### config.mk
export PLATFORM = sky130hd
export DESIGN_NAME = divider_nbit
export DESIGN_NICKNAME = d
export VERILOG_FILES = /design/src/rtl/divider_pkg.sv /design/src/rtl/divider_step.sv /design/src/rtl/divider_nbit.sv
export SDC_FILE = /design/constraint.sdc
export NUM_CORES = 1
export LEC_CHECK = 0
export BUFFER_PORTS_ARGS = -buffer_cell sky130_fd_sc_hd__buf_2
export CAP_MARGIN = 20
export CORE_MARGIN = 3
export CORE_UTILIZATION = 40
export CTS_CLUSTER_DIAMETER = 60
export DETAILED_ROUTE_END_ITERATION = 16
export SYNTH_ARGS = -nofsm -noshare
export SYNTH_HDL_FRONTEND = slang
export SYNTH_HIERARCHICAL = 1
export SYNTH_SLANG_ARGS = --single-unit
### constraint.sdc
create_clock -name clk_i -period 3.5 [get_ports clk_i]
set_clock_uncertainty 0.1 [all_clocks]
set_input_delay 0.175 -clock clk_i [delete_from_list [all_inputs] [get_ports clk_i]]
set_output_delay 0.175 -clock clk_i [all_outputs]
set_load 0.02 [all_outputs]
### src/rtl/divider_pkg.sv
// rtl/divider_pkg.sv - shared state encoding and limits for the sequential divider
// State bits map directly onto the {Qi,Qc,Qd} flag outputs.
package divider_pkg;

   localparam int MAX_WIDTH = 16;

   localparam logic [2:0] QI = 3'b100;
   localparam logic [2:0] QC = 3'b010;
   localparam logic [2:0] QD = 3'b001;

   typedef enum logic [2:0] {
      ST_QI = QI,
      ST_QC = QC,
      ST_QD = QD
   } state_e;

endpackage

### src/rtl/divider_step.sv
// rtl/divider_step.sv - one restoring shift-subtract stage of the divider
// Combinational: shifts the quotient MSB into the remainder and tries the subtract.
module divider_step #(
   parameter int WIDTH = 8
) (
   input  logic [WIDTH-1:0] rem_i,
   input  logic             quo_msb_i,
   input  logic [WIDTH-1:0] divisor_i,
   output logic [WIDTH-1:0] rem_o,
   output logic             q_bit_o
);

   logic [WIDTH:0]   trial;
   logic [WIDTH-1:0] diff;

   // Low bits of the difference are exact whenever the subtract is taken.
   assign trial   = {rem_i, quo_msb_i};
   assign diff    = trial[WIDTH-1:0] - divisor_i;
   assign q_bit_o = (trial >= {1'b0, divisor_i});
   assign rem_o   = q_bit_o ? diff : trial[WIDTH-1:0];

endmodule

### src/rtl/divider_nbit.sv
// rtl/divider_nbit.sv - WIDTH-bit sequential unsigned divider with Start/Ack handshake
// Optional DIVIDER_DIV_ZERO_DETECT_EN: zero divisor skips compute and flags DivByZero.
module divider_nbit
   import divider_pkg::*;
#(
   parameter int WIDTH = 8
) (
   input  logic             clk_i,
   input  logic             reset_i,
   input  logic             start_i,
   input  logic             ack_i,
   input  logic [WIDTH-1:0] xin_i,
   input  logic [WIDTH-1:0] yin_i,
   output logic [WIDTH-1:0] quotient_o,
   output logic [WIDTH-1:0] remainder_o,
   output logic             done_o,
   output logic             qi_o,
   output logic             qc_o,
   output logic             qd_o,
   output logic             div_by_zero_o
);

   localparam int CW = (WIDTH > 1) ? $clog2(WIDTH) : 1;

   if (WIDTH < 2 || WIDTH > MAX_WIDTH) begin : g_width_check
      $error("divider_nbit: WIDTH out of range");
   end

   state_e           state_q, state_d;
   logic [WIDTH-1:0] rem_q, rem_d;
   logic [WIDTH-1:0] quo_q, quo_d;
   logic [WIDTH-1:0] div_q, div_d;
   logic [CW-1:0]    cnt_q, cnt_d;
   logic             dbz_q, dbz_d;

   logic [WIDTH-1:0] step_rem;
   logic             step_bit;

   divider_step #(
      .WIDTH(WIDTH)
   ) u_step (
      .rem_i    (rem_q),
      .quo_msb_i(quo_q[WIDTH-1]),
      .divisor_i(div_q),
      .rem_o    (step_rem),
      .q_bit_o  (step_bit)
   );

   always_ff @(posedge clk_i) begin
      if (reset_i) begin
         state_q <= ST_QI;
         rem_q   <= '0;
         quo_q   <= '0;
         div_q   <= '0;
         cnt_q   <= '0;
         dbz_q   <= 1'b0;
      end else begin
         state_q <= state_d;
         rem_q   <= rem_d;
         quo_q   <= quo_d;
         div_q   <= div_d;
         cnt_q   <= cnt_d;
         dbz_q   <= dbz_d;
      end
   end

   always_comb begin
      state_d = state_q;
      rem_d   = rem_q;
      quo_d   = quo_q;
      div_d   = div_q;
      cnt_d   = cnt_q;
      dbz_d   = dbz_q;
      unique case (state_q)
         ST_QI: begin
            if (start_i) begin
               div_d   = yin_i;
               rem_d   = '0;
               quo_d   = xin_i;
               cnt_d   = CW'(WIDTH - 1);
               dbz_d   = 1'b0;
               state_d = ST_QC;
`ifdef DIVIDER_DIV_ZERO_DETECT_EN
               if (yin_i == '0) begin
                  quo_d   = '1;
                  rem_d   = xin_i;
                  cnt_d   = '0;
                  dbz_d   = 1'b1;
                  state_d = ST_QD;
               end
`endif
            end
         end
         ST_QC: begin
            rem_d = step_rem;
            quo_d = {quo_q[WIDTH-2:0], step_bit};
            if (cnt_q == '0) begin
               state_d = ST_QD;
            end else begin
               cnt_d = cnt_q - CW'(1);
            end
         end
         ST_QD: begin
            if (ack_i) begin
               state_d = ST_QI;
            end
         end
         default: begin
            state_d = ST_QI;
         end
      endcase
   end

   assign quotient_o    = quo_q;
   assign remainder_o   = rem_q;
   assign {qi_o, qc_o, qd_o} = state_q;
   assign done_o        = (state_q == ST_QD);
   assign div_by_zero_o = dbz_q;

endmodule

# Word-level counts from Yosys, hierarchy flattened
# Index checks and enable logic that the tools add are counted.
# classes
n_eq_ne	7
order_cmp	1
addsub	2
n_reduce_logical	6
n_mux	12
# ops
cell	count
8-bit one-hot mux with 2 select lines	2
8-bit two-way mux	3
3-bit two-way mux	5
9-bit by 8-bit >= comparator with 1-bit output	1
3-bit one-hot mux with 3 select lines	1
2-bit != test (second input constant)	4
8-bit subtractor	1
3-bit one-hot mux with 2 select lines	1
3-bit AND reduction	2
2-bit AND reduction	2
3-bit by 1-bit == test with 1-bit output (second input constant)	1
3-bit by 2-bit == test with 1-bit output (second input constant)	1
3-bit == test (second input constant)	1
3-bit zero test	1
3-bit by 1-bit subtractor with 3-bit output (second input constant)	1
2-bit nonzero test	1
# word_totals
ff_bits	30
out_inout_bits	21
word_cells	33
input_bits	20

# Logic depth before layout (Yosys ltp)
# Gate-level depths: netlist (run 1).
# depth
ltp_word	3
mapped_depth	11
ltp_nobuf	9

# By module
# The synthesis (run 1) kept the hierarchy.
# modules_own_cells
mod	n_inst	area_each_um2	seq_area_each_um2	cells_each
divider_nbit	1	1261.2	600.6	117
divider_step	1	539.3	0.0	66

# Worst setup path before layout (run 1)
# Ideal clock, no wire load.
# synth_path
kind	register to register
from	reg quo_q[7], in the netlist quotient_o[7]
to	reg rem_q[6], in the netlist remainder_o[6]
synth_period_minus_slack_ns	2.441
stages_incl_launch_ff	10
arrival_ns	2.224
setup_slack_ns	1.059
setup_ns	0.117
path_buffers	0
cell_sequence	dfxtp_1 > inv_1 > ha_1 > fa_1 > nor2b_1 > o31a_1 > nor4_1 > a311o_1 > mux2_4 > a22o_1
# synth_between
elab_chain_cells	3
word_cells_on_any_way	4
classes_between	add/sub (1); order compare (1); mux (2)
# synth_rtl
item	line_no	text
start: declaration	divider_nbit.sv:31	logic [WIDTH-1:0] quo_q, quo_d;
start signal: assignment	divider_nbit.sv:60	quo_q <= quo_d;
8-bit subtractor / 9-bit by 8-bit >= comparator with 1-bit output (equally long branches)	divider_step.sv:18, divider_step.sv:19	
8-bit two-way mux (*)	divider_step.sv:20	assign rem_o = q_bit_o ? diff : trial[WIDTH-1:0];
named net step_rem[6]	divider_nbit.sv:36	logic [WIDTH-1:0] step_rem;
8-bit one-hot mux with 2 select lines (*)	divider_nbit.sv:74	unique case (state_q)
end signal: assignment	divider_nbit.sv:59	rem_q <= rem_d;
end: declaration	divider_nbit.sv:30	logic [WIDTH-1:0] rem_q, rem_d;
# The timed path passes the listed nets; every way through them passes the cells marked *.
# A chain may end at the register's enable or synchronous reset.

# Worst setup path in the final report (run 1)
# layout_path
from	reg div_q[6]
to	reg rem_q[4], in the netlist remainder_o[4]
# layout_between
elab_chain_cells	3
# layout_rtl
item	line_no	text
start: declaration	divider_nbit.sv:32	logic [WIDTH-1:0] div_q, div_d;
start signal: assignment	divider_nbit.sv:61	div_q <= div_d;
9-bit by 8-bit >= comparator with 1-bit output	divider_step.sv:19	assign q_bit_o = (trial >= {1'b0, divisor_i});
8-bit two-way mux	divider_step.sv:20	
named net step_rem[4]	divider_nbit.sv:36	
8-bit one-hot mux with 2 select lines	divider_nbit.sv:74	
# The timed path passes the listed nets, and every way through them passes these cells.

==> results of run 1 <==
[Yosys cell counts (2+ instances only)]
cell / n / share of area [%]
dfxtp_1: 30 / 33
inv_1: 17 / 3.5
nor2_1: 15 / 3.1
nor3_1: 12 / 3.3
ha_1: 10 / 6.9
mux2i_1: 10 / 5.6
a22o_1: 8 / 3.9
o32ai_1: 8 / 3.9
a211oi_1: 7 / 2.9
mux2_4: 6 / 5.0
buf_6: 5 / 3.1
clkbuf_1: 4 / 0.83
a211oi_2: 3 / 2.1
a21o_1: 3 / 1.3
a21oi_1: 3 / 0.83
nand2b_1: 3 / 1.0
nor3_2: 3 / 1.7
o21ai_0: 3 / 0.83
xnor2_1: 3 / 1.5
a221oi_1: 2 / 0.97
a31oi_1: 2 / 0.69
nand2_1: 2 / 0.42
nand3_1: 2 / 0.56
nor3b_1: 2 / 0.83
o21a_1: 2 / 0.83
[area by class of cell]
type	count	area [µm²]	share of cell area, %
clock buffers	7	86.3	4.18
flip-flops and latches	30	601	29.1
well taps	50	62.6	3.03
clock inverters	1	5.00	0.242
inverters	17	63.8	3.09
multi-input cells	124	1040	50.2
repair buffers	41	210	10.2
[kinds of logic (layout without fill, tap and decap cells)]
family | Yosys count | in the layout | share of synthesized area [%]
xor gates and xnor gates | 3 | 3 | 1.46
buffers and inverters | 29 | 66 | 9.03
AOI/OAI and AO/OA | 48 | 48 | 22.2
other | 1 | 1 | 0.208
muxes | 16 | 16 | 10.6
adders and majority gates | 11 | 11 | 8.06
DFF | 30 | 30 | 33.4
and+or+nand+nor | 45 | 45 | 15.1
[power breakdown]
group          switching (mW)  leakage, nW  total (mW)  internal, mW
registers              0.0193        0.246       0.386         0.367
logic                   0.151        0.632       0.298         0.146
clock network           0.128       0.0482       0.286         0.158
total                   0.298        0.926       0.970         0.671
[flip-flops by register name (all words and copies together) (netlist names)]
| register | cells |
|---|---|
| quotient_o | 8 |
| div_q | 8 |
| cnt_q | 3 |
| state_q | 3 |
| remainder_o | 8 |
[path summary, 6_finish.rpt]
check | startpoint | endpoint | slack (ps) | depth (start not counted)
setup / recovery | div_q[6] | remainder_o[4] | 890 | 7
hold / removal | yin_i[2] | div_q[2] | 30 | 3
setup reg to reg | div_q[6] | remainder_o[4] | 890 | 7
hold reg to reg | cnt_q[0] | cnt_q[0] | 370 | 2
[cell usage in the layout (no fill, tap or decap), drive strengths merged]
| master | instances |
|---|---|
| a211o | 1 |
| a22o | 8 |
| nand2 | 2 |
| o311a | 1 |
| dfxtp | 30 |
| clkbuf | 7 |
| o21a | 2 |
| conb | 1 |
| mux2i | 10 |
| a211oi | 10 |
| a31oi | 2 |
| nand2b | 3 |
| fa | 1 |
| o21ai | 3 |
| o32ai | 8 |
| mux2 | 6 |
| ha | 10 |
| nor2 | 15 |
| a21o | 4 |
| xnor2 | 3 |
| a21oi | 3 |
| and4bb | 1 |
| inv | 17 |
| nor3b | 3 |
| nor4 | 1 |
| nor4b | 1 |
| a311o | 1 |
| a221oi | 2 |
| o31a | 1 |
| clkinv | 1 |
| a2111oi | 1 |
| o311ai | 1 |
| nor2b | 1 |
| nand3 | 2 |
| nor3 | 16 |
| buf | 41 |
[worst reg2reg max path, delay by kind of cell (launching register included)]
kind,cells,cell delay [ps]
AO/OA/AOI/OAI,4,1320
multiplexers,1,350
buffers and inverters,1,40
flip-flops,1,330
adder cells (fa/ha/maj),1,360
[routing by layer]
metal  wire (µm)  track usage, %  vias up
met4          61            5.53        0
li1            -               -      750
met1        1840            21.7      705
met2        1860            25.4       31
met3         176            4.68        5
met5           0               0        -
==> results.txt, run 1 <==
max_cap viols = 0
Cell Rows = 23
Post CTS Setup Buffer Count = 0
PortBufs = 39
clk buf depth = 2
number of synthesized register bits = 30
Placer Congestion = 0.848
crit path kind = reg2reg
post-route setup TNS = 0 ps
IO Pins = 41
EDFF count, synth = 0
sequential share of the synthesized area = 33.4%
Total Power = 0.970 mW
startpoint types = flip-flop
Critical Path Fanout Max = 9
pin count of the biggest net entering global routing = 25
Cells after Synth = 183
Top FF cell, synth = dfxtp_1
Synth-to-Final Area Change = 14.7%
Max Slew Vio Count = 0
Top Family by Delay on Critical Path = compound AO/OA/AOI/OAI gates
run status = finished clean
Inst Count DP = 262
Buf/Inv on CP = 1
pre-CTS setup slack = 948 ps
DR iter-0 viols = 99
CTS buffer count = 5
Setup Viol. Count Final = 0
placed cell area = 0.00197 mm²
final WL = 3940 µm
Total GRT Usage = 16.4%
height of the die = 73.1 µm
Hold WS = 27.3 ps
Residual DRC = 0
leakage power = 0.926 nW
crit path capture type = flip-flop
final worst path period share = 74.5%
Power Dens Cells = 469 mW/mm²
Post-DP HPWL = 2820 µm
Crit path largest cell delay = 500 ps
post-route design area = 0.00207 mm²
die area = 0.00534 mm²
asr flop ratio synth = 0%
number of H-tree levels = 2
Mapped Avg Cell Area = 9.84 µm²
Worst-Skew Late Latency = 290 ps
Layout Cells excl Fill = 270
die width = 73.1 µm
routed vias = 1491
CTS tree = yes
initial antenna violation count = 0
required time worst endpoint = 3570 ps
final-report hold violation count = 0
synthesized net count = 214
Synth warnings = 6
vias in the first global route = 1459
GRT overflow = 0
arrival time worst endpoint = 2680 ps
RSZ-0062 raised after global routing = no
clk slew on worst S/H paths = 60 ps
CTS Hold Bufs = 0
antenna violation net count after detailed routing = 0
routed len/inst = 14.6 µm
Starting Density = 43.1%
clock tree sinks = 30
fraction of layout cells with a size suffix above 1 = 30.0%
fin crit period = 2610 ps
Final nets = 250
vias per cell = 5.52
Resized cells post-CTS = 0
first-pass GRT wire length = 6830 µm
core footprint = 0.00417 mm²
Rel. slew slack = 62.0%
Util after Layout = 49.5%
Yosys cell types = 43
CP max stage cell = o21a_1
Clock Tree Root = clkbuf_8
fmax = 384 MHz
Worst Slack Setup Final = 894 ps
filler cell count = 407
Slew @ Worst Pin = 567 ps
TritonRoute pass-1 iters = 4
mapped cell area = 0.00180 mm²
Peak supply drop = 0.217 mV
HP Class = in2reg
crit path cell chain = inv_1, ha_1, a21o_1, a2111oi_2, o21a_1, mux2_4, a22o_1
# diodes = 0
Power figures use the tool's default switching activity.
==> run 2, diff against run 1 <==
==> constraint.sdc (replaced) <==
create_clock -name clk_i -period 2.16 [get_ports clk_i]
set_clock_uncertainty 0.1 [all_clocks]
set_input_delay 0.108 -clock clk_i [delete_from_list [all_inputs] [get_ports clk_i]]
set_output_delay 0.108 -clock clk_i [all_outputs]
set_load 0.02 [all_outputs]
==> run 2 against run 1 <==
The flow now finishes with violations (negative setup slack). Sequential power increased by 62%. Non-clock buffer count increased by 37. Worst hold slack improved by 58 ps. Die area unchanged. Routed wire length increased by 18%.
==> results.txt, run 2 (synthesized netlist as in run 1, its figures left out) <==
post-route setup TNS = -422 ps (-422 ps)
Reg power frac = 33.7% (-6.1 points)
clk buf depth = 2 (unchanged)
RSZ-0062 raised after global routing = yes
Hold WS = 85.7 ps (+58.4 ps)
TritonRoute pass-1 iters = 5 (+1)
most frequent cells in the layout = buf_2 (39), buf_4 (27), dfxtp_1 (17)
initial antenna violation count = 0 (unchanged)
die area = 0.00534 mm² (unchanged)
required time worst endpoint = 2220 ps (-1350 ps)
Final nets = 287 (+15%)
PortBufs = 39 (unchanged)
worst r2r src = quotient_o[7]
CTS buffer count = 5 (unchanged)
fin crit period = 2300 ps (-308 ps)
crit path capture type = flip-flop
Slew @ Worst Pin = 591 ps (+23.5 ps)
core footprint = 0.00417 mm² (unchanged)
Cell Rows = 23 (unchanged)
crit path kind = reg2reg
number of H-tree levels = 2 (unchanged)
clock tree sinks = 30 (unchanged)
HP Class = in2reg
clk slew on worst S/H paths = 70 ps (about the same)
run status = finished, violations left
Worst Slack Setup Final = -139 ps (-1030 ps)
vias per cell = 5.44 (-1.4%)
HP Start = ack_i
die width = 73.1 µm (unchanged)
pin count of the biggest net entering global routing = 25 (unchanged)
Net Switching = 0.544 mW (+82%)
CTS tree = yes
Peak supply drop = 0.364 mV (+68%)
Critical Path Fanout Max = 3 (-6)
height of the die = 73.1 µm (unchanged)
leakage power = 1.14 nW (+23%)
Layout Cells excl Fill = 307 (+14%)
antenna violation net count after detailed routing = 0 (unchanged)
IO Pins = 41 (unchanged)
final worst path period share = 106% (+32 points)
Setup Viol. Count Final = 7 (+7)
Placer Congestion = 0.802 (-5.4%)
Power Dens Cells = 719 mW/mm² (+53%)
Sw Share = 29.2% (-1.6 points)
Clock Tree Root = clkbuf_8
Starting Density = 43.1% (unchanged)
# diodes = 0 (unchanged)
vias in the first global route = 1627 (+12%)
startpoint types = flip-flop
arrival time worst endpoint = 2360 ps (-320 ps)
final WL = 4630 µm (+18%)
violated checks = negative setup slack
storage element area = 624 µm² (+4.0%)
clock group share of total power = 29.5% (about the same)
Util after Layout = 62.2% (+13 points)
Cell Int Power = 1.32 mW (+97%)
most common cell after layout, fill and taps aside = buf_2
fraction of power consumed by combinational cells = 36.8% (+6.1 points)
fraction of layout cells with a size suffix above 1 = 49.4% (+19 points)
Max Slew Vio Count = 0 (unchanged)
filler cell count = 359 (-12%)
area of the multi-input gates = 0.00120 mm² (+16%)
fmax = 435 MHz (+13%)
Worst-Skew Late Latency = 280 ps (about the same)
Rel. slew slack = 60.4% (-1.6 points)
Inst Count DP = 287 (+9.5%)
first-pass GRT wire length = 7450 µm (+9.1%)
Post-DP HPWL = 3360 µm (+19%)
max_cap viols = 0 (unchanged)
Synth-to-Final Area Change = 44.1%
final-report hold violation count = 0 (unchanged)
Residual DRC = 0 (unchanged)
GRT overflow = 0 (unchanged)
routed vias = 1671 (+12%)
FF-to-FF setup slack = -140 ps (-1030 ps)
Crit. Startpoint = quotient_o[7]
DR iter-0 viols = 109 (+10%)
routed len/inst = 15.1 µm (+3.4%)
Total GRT Usage = 17.9% (+1.5 points)
-- run 2: metrics by stage --
stage          worst slack, ps  instance area [µm²]  power [mW]
2_1_floorplan            -85.2                 1890        1.06
3_3_place_gp              -179                 2260        1.22
3_5_place_dp              -179                 2260        1.24
4_1_cts                   -130                 2530        1.85
5_1_grt                   -221                 2590        1.96
6_report                  -139                 2590        1.86
-- run 2: area by class of cell --
type / instances / share of cell area [%]
Inverter: 17 / 2.46
Clock buffer: 7 / 2.94
Timing Repair Buffer: 78 / 20.5
Sequential cell: 30 / 24.1
Tap cell: 50 / 2.41
Multi-Input combinational cell: 124 / 46.5
Clock inverter: 1 / 1.16
-- run 2: repair_timing --
action,in CTS,in global routing
setup buffers,4,0
hold buffers,8,0
endpoints found under the hold margin,8,0
pin swaps,8,1
resized for setup,14,10
endpoints found under the setup margin,9,8
-- run 2: worst paths after layout --
path / endpoint / depth (start not counted)
max: remainder_o[6] / 9
min: state_q[0] / 4
max reg2reg: remainder_o[6] / 9
min reg2reg: cnt_q[1] / 2
-- run 2: critical path, cell delays in order (launching register included) --
cell and delay (ps):
dfxtp_4 350, inv_2 40, ha_4 160, fa_2 370, nor2b_2 130, o31a_1 200
nor4_1 70, a311o_1 280, mux2_4 270, a22o_1 210
-- run 2: power by group through the flow --
stage | registers, mW | logic, mW | clock network, mW
2_1_floorplan | 0.659 | 0.401 | 0
3_3_place_gp | 0.635 | 0.584 | 0
3_5_place_dp | 0.637 | 0.602 | 0
4_1_cts | 0.626 | 0.652 | 0.569
5_1_grt | 0.633 | 0.737 | 0.588
6_report | 0.627 | 0.686 | 0.550
-- run 2: routing by layer --
layer  wire, µm  global-route usage [%]  vias to the layer above  part of all wire, %
met3        279                    4.68                       13                  6.0
met2       2150                    28.3                       52                   46
met5          0                       0                        -                    0
li1           -                       -                      823                    -
met1       2090                    22.7                      783                   45
met4        110                    7.79                        0                  2.4
